--- src/rtl/rf_ctrl_pkg.sv ---
// Shared constants and types for the register-file writeback scheduler.
// Imported by the interface, the scoreboard and the top level.
package rf_ctrl_pkg;

    localparam int NREG = 32;
    localparam int AW   = 5;
    localparam int DW   = 32;

    localparam logic [AW-1:0] REG_X0 = 5'd0;

    typedef enum logic {
        GNT_A = 1'b0,
        GNT_B = 1'b1
    } grant_e;

    typedef struct packed {
        logic          we;
        logic [AW-1:0] rd;
        logic [DW-1:0] data;
    } wb_t;

endpackage

--- src/rtl/rf_wb_if.sv ---
// Bundle of writeback, mul/div result, issue, decode and rf-port signals.
// master = the surrounding pipeline, slave = the scheduler.
interface rf_wb_if;
    import rf_ctrl_pkg::*;

    logic          a_valid;
    logic [AW-1:0] a_rd;
    logic [DW-1:0] a_data;
    logic          a_ready;

    logic          b_valid;
    logic [AW-1:0] b_rd;
    logic [DW-1:0] b_data;
    logic          b_ready;

    logic          iss_valid;
    logic [AW-1:0] iss_rd;
    logic          iss_ready;

    logic [AW-1:0] dec_rs1;
    logic [AW-1:0] dec_rs2;
    logic [AW-1:0] dec_rd;
    logic [2:0]    dec_use;
    logic          dec_stall;

    logic          RegWrite;
    logic [AW-1:0] Write_register;
    logic [DW-1:0] Write_data;

    modport master (
        output a_valid, a_rd, a_data,
        input  a_ready,
        output b_valid, b_rd, b_data,
        input  b_ready,
        output iss_valid, iss_rd,
        input  iss_ready,
        output dec_rs1, dec_rs2, dec_rd, dec_use,
        input  dec_stall,
        input  RegWrite, Write_register, Write_data
    );

    modport slave (
        input  a_valid, a_rd, a_data,
        output a_ready,
        input  b_valid, b_rd, b_data,
        output b_ready,
        input  iss_valid, iss_rd,
        output iss_ready,
        input  dec_rs1, dec_rs2, dec_rd, dec_use,
        output dec_stall,
        output RegWrite, Write_register, Write_data
    );

endinterface

--- src/rtl/rf_scoreboard.sv ---
// Busy bit per register awaiting a mul/div result.
// Set and clear on different registers in one cycle both take effect.
module rf_scoreboard
    import rf_ctrl_pkg::*;
(
    input  logic            clk,
    input  logic            rst,
    input  logic            set_en,
    input  logic [AW-1:0]   set_rd,
    input  logic            clr_en,
    input  logic [AW-1:0]   clr_rd,
    input  logic [AW-1:0]   q1_rd,
    input  logic [AW-1:0]   q2_rd,
    input  logic [AW-1:0]   q3_rd,
    output logic            q1_busy,
    output logic            q2_busy,
    output logic            q3_busy,
    output logic [NREG-1:0] busy_o
);

    logic [NREG-1:0] busy_q;
    logic [NREG-1:0] busy_d;

    always_comb begin
        busy_d = busy_q;
        if (clr_en) begin
            busy_d[clr_rd] = 1'b0;
        end
        if (set_en) begin
            busy_d[set_rd] = 1'b1;
        end
        busy_d[REG_X0] = 1'b0;
    end

    always_ff @(posedge clk) begin
        if (rst) begin
            busy_q <= '0;
        end else begin
            busy_q <= busy_d;
        end
    end

    assign q1_busy = busy_q[q1_rd];
    assign q2_busy = busy_q[q2_rd];
    assign q3_busy = busy_q[q3_rd];
    assign busy_o  = busy_q;

endmodule

--- src/rtl/rf_wb_scheduler.sv ---
// Owns the rf write port: arbitrates pipeline WB (A) against mul/div (B),
// registers the winner for a negedge rf write, and raises decode hazards.
module rf_wb_scheduler
    import rf_ctrl_pkg::*;
(
    input logic    clk,
    input logic    rst,
    rf_wb_if.slave bus
);

    grant_e          last_grant_q;
    grant_e          last_grant_d;
    wb_t             wb_q;
    wb_t             wb_d;
    logic            rst_q;

    logic            a_acc;
    logic            b_acc;
    logic            set_en;
    logic            rs1_busy;
    logic            rs2_busy;
    logic            rd_busy;
    logic [NREG-1:0] busy;

    // Round-robin on conflict: the source that did not win last time goes.
    always_comb begin
        bus.a_ready = 1'b0;
        bus.b_ready = 1'b0;
        if (!rst) begin
            bus.a_ready = bus.a_valid &
                          (!bus.b_valid || last_grant_q == GNT_B);
            bus.b_ready = bus.b_valid &
                          (!bus.a_valid || last_grant_q == GNT_A);
        end
    end

    assign a_acc = bus.a_valid & bus.a_ready;
    assign b_acc = bus.b_valid & bus.b_ready;

    always_comb begin
        last_grant_d = last_grant_q;
        if (a_acc) begin
            last_grant_d = GNT_A;
        end else if (b_acc) begin
            last_grant_d = GNT_B;
        end
    end

    always_comb begin
        wb_d    = wb_q;
        wb_d.we = 1'b0;
        if (a_acc) begin
            wb_d.we   = (bus.a_rd != REG_X0);
            wb_d.rd   = bus.a_rd;
            wb_d.data = bus.a_data;
        end else if (b_acc) begin
            wb_d.we   = (bus.b_rd != REG_X0);
            wb_d.rd   = bus.b_rd;
            wb_d.data = bus.b_data;
        end
    end

    always_ff @(posedge clk) begin
        if (rst) begin
            last_grant_q <= GNT_A;
            wb_q         <= '0;
        end else begin
            last_grant_q <= last_grant_d;
            wb_q         <= wb_d;
        end
    end

    always_ff @(posedge clk) begin
        rst_q <= rst;
    end

    assign bus.RegWrite       = wb_q.we;
    assign bus.Write_register = wb_q.rd;
    assign bus.Write_data     = wb_q.data;

    assign set_en = bus.iss_valid & bus.iss_ready &
                    (bus.iss_rd != REG_X0);

    rf_scoreboard u_sb (
        .clk     (clk),
        .rst     (rst),
        .set_en  (set_en),
        .set_rd  (bus.iss_rd),
        .clr_en  (b_acc),
        .clr_rd  (bus.b_rd),
        .q1_rd   (bus.dec_rs1),
        .q2_rd   (bus.dec_rs2),
        .q3_rd   (bus.dec_rd),
        .q1_busy (rs1_busy),
        .q2_busy (rs2_busy),
        .q3_busy (rd_busy),
        .busy_o  (busy)
    );

    assign bus.iss_ready = !rst & !busy[bus.iss_rd];

    // No bypass: the negedge rf write lands before decode samples.
    assign bus.dec_stall = !rst & ((bus.dec_use[0] & rs1_busy) |
                                   (bus.dec_use[1] & rs2_busy) |
                                   (bus.dec_use[2] & rd_busy));

    // A B result right after reset may belong to a dropped op.
    always_ff @(posedge clk) begin
        if (!rst && !rst_q && b_acc && bus.b_rd != REG_X0) begin
            assert (busy[bus.b_rd])
            else $error("rf_wb_scheduler: B result for idle x%0d",
                        bus.b_rd);
        end
    end

endmodule

--- src/flat_wrapper.sv ---
// flat-port wrapper written by rule: the top's interface ports become plain ports
module rf_wb_scheduler_flat import rf_ctrl_pkg::*;
  (clk, rst, bus_a_valid, bus_a_rd, bus_a_data, bus_a_ready, bus_b_valid, bus_b_rd, bus_b_data, bus_b_ready, bus_iss_valid, bus_iss_rd, bus_iss_ready, bus_dec_rs1, bus_dec_rs2, bus_dec_rd, bus_dec_use, bus_dec_stall, bus_RegWrite, bus_Write_register, bus_Write_data);
  rf_wb_if bus_i ();
  input logic clk;
  input logic rst;
  input wire logic [$bits(bus_i.a_valid)-1:0] bus_a_valid;
  input wire logic [$bits(bus_i.a_rd)-1:0] bus_a_rd;
  input wire logic [$bits(bus_i.a_data)-1:0] bus_a_data;
  output wire logic [$bits(bus_i.a_ready)-1:0] bus_a_ready;
  input wire logic [$bits(bus_i.b_valid)-1:0] bus_b_valid;
  input wire logic [$bits(bus_i.b_rd)-1:0] bus_b_rd;
  input wire logic [$bits(bus_i.b_data)-1:0] bus_b_data;
  output wire logic [$bits(bus_i.b_ready)-1:0] bus_b_ready;
  input wire logic [$bits(bus_i.iss_valid)-1:0] bus_iss_valid;
  input wire logic [$bits(bus_i.iss_rd)-1:0] bus_iss_rd;
  output wire logic [$bits(bus_i.iss_ready)-1:0] bus_iss_ready;
  input wire logic [$bits(bus_i.dec_rs1)-1:0] bus_dec_rs1;
  input wire logic [$bits(bus_i.dec_rs2)-1:0] bus_dec_rs2;
  input wire logic [$bits(bus_i.dec_rd)-1:0] bus_dec_rd;
  input wire logic [$bits(bus_i.dec_use)-1:0] bus_dec_use;
  output wire logic [$bits(bus_i.dec_stall)-1:0] bus_dec_stall;
  output wire logic [$bits(bus_i.RegWrite)-1:0] bus_RegWrite;
  output wire logic [$bits(bus_i.Write_register)-1:0] bus_Write_register;
  output wire logic [$bits(bus_i.Write_data)-1:0] bus_Write_data;
  assign bus_i.a_valid = bus_a_valid;
  assign bus_i.a_rd = bus_a_rd;
  assign bus_i.a_data = bus_a_data;
  assign bus_a_ready = bus_i.a_ready;
  assign bus_i.b_valid = bus_b_valid;
  assign bus_i.b_rd = bus_b_rd;
  assign bus_i.b_data = bus_b_data;
  assign bus_b_ready = bus_i.b_ready;
  assign bus_i.iss_valid = bus_iss_valid;
  assign bus_i.iss_rd = bus_iss_rd;
  assign bus_iss_ready = bus_i.iss_ready;
  assign bus_i.dec_rs1 = bus_dec_rs1;
  assign bus_i.dec_rs2 = bus_dec_rs2;
  assign bus_i.dec_rd = bus_dec_rd;
  assign bus_i.dec_use = bus_dec_use;
  assign bus_dec_stall = bus_i.dec_stall;
  assign bus_RegWrite = bus_i.RegWrite;
  assign bus_Write_register = bus_i.Write_register;
  assign bus_Write_data = bus_i.Write_data;
  rf_wb_scheduler u_core (.clk(clk), .rst(rst), .bus(bus_i));
endmodule
--- config.mk ---
export PLATFORM = sky130hd
export DESIGN_NAME = rf_wb_scheduler_flat
export DESIGN_NICKNAME = d
export VERILOG_FILES = /design/src/rtl/rf_ctrl_pkg.sv /design/src/rtl/rf_wb_if.sv /design/src/rtl/rf_scoreboard.sv /design/src/rtl/rf_wb_scheduler.sv /design/src/flat_wrapper.sv
export SDC_FILE = /design/constraint.sdc
export NUM_CORES = 1
export LEC_CHECK = 0
export BUFFER_PORTS_ARGS = -buffer_cell sky130_fd_sc_hd__buf_2
export CELL_PAD_IN_SITES_DETAIL_PLACEMENT = 1
export CELL_PAD_IN_SITES_GLOBAL_PLACEMENT = 1
export CORE_MARGIN = 10
export CORE_UTILIZATION = 36
export DETAILED_ROUTE_END_ITERATION = 10
export GPL_TIMING_DRIVEN = 0
export PLACE_DENSITY_LB_ADDON = 0.1
export SETUP_SLACK_MARGIN = 0.2
export SKIP_LAST_GASP = 1
export SLEW_MARGIN = 20
export SYNTH_ARGS = -nofsm -noshare
export SYNTH_HDL_FRONTEND = slang
export SYNTH_HIERARCHICAL = 1
export SYNTH_SLANG_ARGS = --single-unit
--- constraint.sdc ---
create_clock -name clk -period 2.9 [get_ports clk]
set_input_delay 0.29 -clock clk [delete_from_list [all_inputs] [get_ports clk]]
set_output_delay 0.29 -clock clk [all_outputs]
set_load 0.02 [all_outputs]
== After elaboration in Yosys (flattened, before gate mapping) ==
Index checks and enable logic that the tools add are counted.

* Register bits after elaboration: 71
* Input port bits: 102
* Output and inout bits: 42
* Word-level logic and storage cells: 61

* Order comparisons: 7
* Muxes and demuxes: 18
* Bitwise operators: 17
* Reduce and logical (&&, ||, !) cells: 13

{| class="wikitable"
|+ Operators by type and width
! cell !! count
|-
| 38-bit two-way mux || 2
|-
| 32-bit two-way mux || 2
|-
| 32-bit bitwise AND || 1
|-
| 32-bit inverter || 1
|-
| 32-bit OR || 1
|-
| 5-bit by 6-bit < comparator with 1-bit output (second input constant) || 5
|-
| 1-bit binary-select mux with 5-bit select || 4
|-
| 5-bit nonzero test || 3
|-
| 1-bit bitwise AND || 11
|-
| 1-bit demux with 5-bit select || 2
|-
| 5-bit by 1-bit >= comparator with 1-bit output (second input constant) || 2
|-
| 1-bit two-way mux || 8
|-
| 1-bit zero test || 4
|-
| 1-bit logical AND || 2
|-
| 1-bit logical OR || 2
|-
| 1-bit OR || 2
|-
| 2-bit nonzero test || 1
|-
| 2-bit OR reduction || 1
|-
| 1-bit inverter || 1
|}

== Depth between registers and ports, before layout ==
* Depth after elaboration: 9
* Mapped depth: 9
* Depth with buffers taken out: 8

== Modules after synthesis ==
Netlist, hierarchy kept.

{| class="wikitable"
|+ By module, submodules not included
! module !! instances !! cells each !! area each (µm²) !! seq. area each (µm²)
|-
| rf_scoreboard || 1 || 267 || 2190.9 || 620.6
|-
| rf_wb_scheduler || 1 || 255 || 1996.9 || 780.7
|}

== Least setup slack after synthesis ==
No wires, ideal clock.

* Path type: input to register
* Start: input bus_iss_rd[0]
* End: register u_core.u_sb.busy_q[12] (netlist: u_core/u_sb/busy_o[12])
* Library setup time: 0.070 ns
* Arrival time: 2.142 ns
* Required time: 2.830 ns
* Setup slack: 0.688 ns
* Stages: 8
* Path buffers: 1
* Cell sequence: buf_6 -> mux4_1 -> a22oi_1 -> o211ai_1 -> a21oi_1 -> nor3b_1 -> nand2_1 -> a21oi_1

* Word-level cells in the longest chain between the ends: 7
* Elaborated cells between the ends (all ways): 14
* Those cells by class: order compare (2); mux (5); bitwise (4); reduce/logical (3)

{| class="wikitable"
|+ RTL lines
! what !! line !! RTL
|-
| start: declaration || flat_wrapper.sv:16 || <nowiki>input wire logic [$bits(bus_i.iss_rd)-1:0] bus_iss_rd;</nowiki>
|-
| 1-bit binary-select mux with 5-bit select || rf_wb_scheduler.sv:100 || <nowiki>assign bus.iss_ready = !rst & !busy[bus.iss_rd];</nowiki>
|-
| 1-bit two-way mux (not written as such) || rf_wb_scheduler.sv:100 ||
|-
| 1-bit zero test || rf_wb_scheduler.sv:100 ||
|-
| 1-bit bitwise AND || rf_wb_scheduler.sv:100 ||
|-
| 1-bit bitwise AND || rf_wb_scheduler.sv:81 || <nowiki>assign set_en = bus.iss_valid & bus.iss_ready &</nowiki>
|-
| 1-bit bitwise AND (*) || rf_wb_scheduler.sv:81 ||
|-
| net u_core.set_en || rf_wb_scheduler.sv:19 || <nowiki>logic set_en;</nowiki>
|-
| 32-bit two-way mux (*) || rf_scoreboard.sv:29 || <nowiki>if (set_en) begin</nowiki>
|-
| end signal: assignment || rf_scoreboard.sv:39 || <nowiki>busy_q <= busy_d;</nowiki>
|-
| end: declaration || rf_scoreboard.sv:21 || <nowiki>logic [NREG-1:0] busy_q;</nowiki>
|}

The timed path passes the listed nets; every way through them passes the cells marked *. The select of a mux whose other input is x is not followed.
A chain may end at the register's enable or synchronous reset.

== Worst setup path after layout ==
* Start: input bus_iss_rd[0]
* End: register u_core.u_sb.busy_q[20] (netlist: u_core/u_sb/busy_o[20])

The elaborated chain is that of the path after synthesis.

==> summary.md <==
| Metric | Value |
|---|---|
| GR Util All Layers | `0.201` |
| Number of buffers created by CTS | `9` |
| Core Region | `between 0.01 and 0.015 sq mm` |
| Synth warn | `6` |
| R2R cell count | `7` |
| Asr flop ratio synth | `0` |
| Crit path largest cell delay | `0.57 ns` |
| Pin count of the biggest net entering global routing | `16` |
| GRT Residual Overflow | `0` |
| First-pass GRT wire length | `26700 um` |
| Fin. Hold Viols | `0` |
| Hold Buf Count CTS | `0` |
| FMAX | `405 MHz` |
| RSZ-0062 raised after global routing | `no` |
| WL per Instance | `about 20 um` |
| CP endpoint kind | `register` |
| Final min period | `~2.5 ns` |
| Die H | `128 um` |
| Leak Pwr | `between 0.002 and 0.0025 uW` |
| Worst Hold Endpoint | `u_core/u_sb/busy_o[13]` |
| Die area | `roughly 0.016 sq mm` |
| Post-CTS Setup Inserts | `0` |
| Boundary Pins | `approximately 140` |
| Top Family by Delay on Critical Path | `compound AO/OA/AOI/OAI gates` |
| Post-synthesis sequential area ratio | `0.335` |
| WHS Path Cells | `2` |
| Die width | `128 um` |
| Total Wirelength | `about 17000 um` |
| Initial antenna violation count | `4` |
| Synthesized area | `between 0.004 and 0.005 sq mm` |
| Ys flop type | `dfxtp_1` |
| CP Data Arrival Time | `around 2.7 ns` |
| Syn Inst Count | `between 500 and 600` |
| Worst hold slack | `0.156 ns` |
| Share of layout cells above drive strength 1 | `0.283` |
| Clock skew | `0.00453 ns` |
| R2R Setup Slk | `about 0.45 ns` |
| Syn nets | `roughly 620` |
| DRT iter0 DRCs | `approximately 190` |
| Clk slew on worst S/H paths | `0.06 ns` |
| Worst-path cell chain | `buf_2 > buf_6 > mux4_1 > a22oi_1 > o211ai_1 > a21oi_1 > nor3b_4 > nand2_1 > a21oi_1` |
| Routability cong. | `~0.83` |
| Post-route ant nets | `0` |
| Tcrit/Tclk final | `0.852` |
| Worst Tran Pin Value | `0.621 ns` |
| Outcome | `completed` |
| Synth Register Bits | `70` |
| Non-Filler Instances | `819` |
| Setup crit start kind | `input pin` |
| Final setup violation count | `0` |
| Reg-to-reg critical path endpoint | `u_core/u_sb/busy_o[20]` |
| First-pass DRT Iterations | `4` |
| Max_cap viols | `0` |
| CP max FO | `10` |
| Placed Cells | `801` |
| Max-slew violations | `0` |
| Worst r2r src | `u_core/u_sb/busy_o[1]` |
| Area grow syn2layout | `29.1%` |
| Initial core utilization | `0.367` |
| Port Buffers | `136` |
| Clk_lat worst skew | `0.33 ns` |
| Worst Min Path Start | `rst` |
| Syn Area/Cell | `approximately 8.0 sq um` |
| Worst path slowest cell | `mux4_1` |
| CP Buf/Inv Count | `2` |
| Crit path kind | `in -> reg` |
| Max-slew headroom | `0.586` |
| P per Cell Area | `519 mW/mm^2` |
| Type of the worst min-delay path | `in -> reg` |
| Row Count | `39` |
| CTS sink cnt | `70` |
| WP data required | `around 3.2 ns` |
| Total negative slack | `0 ns` |
| NumNets Final | `between 700 and 800` |
| Number of synthesized flops with an enable pin | `0` |
| Detailed Place HPWL | `approximately 13000 um` |
| Crit path from | `bus_iss_rd[0]` |
| CTS tree | `yes` |
| Cell variety after synth | `40` |
| Routed vias | `between 4000 and 5000` |
| Number of global-route vias before repair | `4991` |
| Crit-path most repeated cell | `a21oi_1` |
| IR Drop Worst-Case VDD | `roughly 300 uV` |
| H-tree Lvls | `3` |
| Root buffer cell | `clkbuf_16` |
| Clock Path Buffers | `2` |
| Detailed-route DRC error count | `0` |
| Via/cell ratio | `5.56` |
==> flip-flops by register name, indices dropped and copies added (netlist names) <==
register / flops
u_core/bus.RegWrite: 1
u_core/bus.Write_data: 32
u_core/bus.Write_register: 5
u_core/last_grant_q: 1
u_core/u_sb/busy_o: 31
==> cells in the mapped netlist, types with 8 or more instances <==
library cell  instances  area [sq um]
a21oi_1              42           210
a22oi_1               8          60.1
a311oi_1             13           114
clkbuf_1             17          63.8
dfxtp_1              70          1400
mux2i_1              27           270
mux4_1                8           210
nand2_1              54           203
nand3_1              27           135
nor2_1               94           353
nor4_1               21           131
o21ai_0              35           175
==> cell usage in the layout (no fill, tap or decap), types with 3 or more instances in the layout <==
cell,count
nand2b_1,7
and3b_1,3
clkbuf_16,9
o211ai_1,5
a311oi_1,13
mux4_1,8
mux2_2,4
o2111ai_1,3
buf_4,5
o22ai_1,5
nand4_1,3
o21ai_0,35
dfxtp_1,70
buf_2,142
nor3b_1,3
and2b_1,3
nand2_1,54
nand3_1,27
clkbuf_1,15
nor3_1,6
clkinv_2,3
mux4_2,7
a22oi_1,8
nor2b_1,7
nand3b_1,5
nor4_1,21
a21oi_1,42
or2_2,3
buf_6,7
bufinv_16,3
nor2_1,93
mux2i_1,27
a211oi_1,6
inv_1,6
==> power breakdown <==
group | total (uW) | switching, uW | leakage (uW) | internal [uW]
clock | 1260 | 425 | 0.000165 | 835
sequential | 1040 | 26.5 | 0.000575 | 1010
combinational | 505 | 312 | 0.00162 | 193
total | 2800 | 764 | 0.00236 | 2040
==> per-layer routing <==
layer,wire [um],vias to the layer above,global-route usage
met5,22,-,0
met4,184,4,0.0477
met3,1330,19,0.0823
met2,8350,124,0.347
met1,6760,2204,0.224
li1,-,2206,-
==> how the worst max path moves through the flow <==
stage                                   to  slack (ns)  cells after the start
finish              u_core/u_sb/busy_o[20]        0.43                      9
global route         u_core/u_sb/busy_o[6]        0.26                     10
CTS                 u_core/u_sb/busy_o[30]        0.29                      8
detailed placement  u_core/u_sb/busy_o[16]       -0.43                      9
global placement    u_core/u_sb/busy_o[20]       -0.39                      9
floorplan           u_core/u_sb/busy_o[12]        0.69                      8
==> metrics by stage <==
stage	setup WS (ns)	total power, uW	instance area [sq um]	utilization
2_1_floorplan	0.688	1340	4190	-
3_3_place_gp	-0.393	1550	5050	0.442
3_5_place_dp	-0.434	1560	5050	0.442
4_1_cts	0.289	2830	5390	0.472
5_1_grt	0.256	2930	5400	0.473
6_report	0.431	2800	5410	0.473
==> area by class of cell <==
cell class                      count  area, sq um
Fill cell                        1472         6010
Timing Repair Buffer              136          681
Buffer                             36          216
Multi-Input combinational cell    410         2560
Antenna cell                        2         5.00
Inverter                            6         22.5
Clock buffer                        9          225
Clock inverter                      7          113
Tap cell                          143          179
Sequential cell                    70         1400
==> repair_timing <==
action | in CTS | in global routing
gates resized for setup | 1 | 6
setup endpoints to repair | 7 | 31
pin swaps | 0 | 0
==> logic make-up after synthesis <==
kind of cell           count (synthesis)  synth area share
and+or+nand+nor                      243             0.271
AOI/OAI and AO/OA                    120             0.174
DFF                                   70             0.335
muxes                                 46             0.163
buffers and inverters                 42            0.0565
other                                  1          0.000895
(Power assumes the default switching activity.)
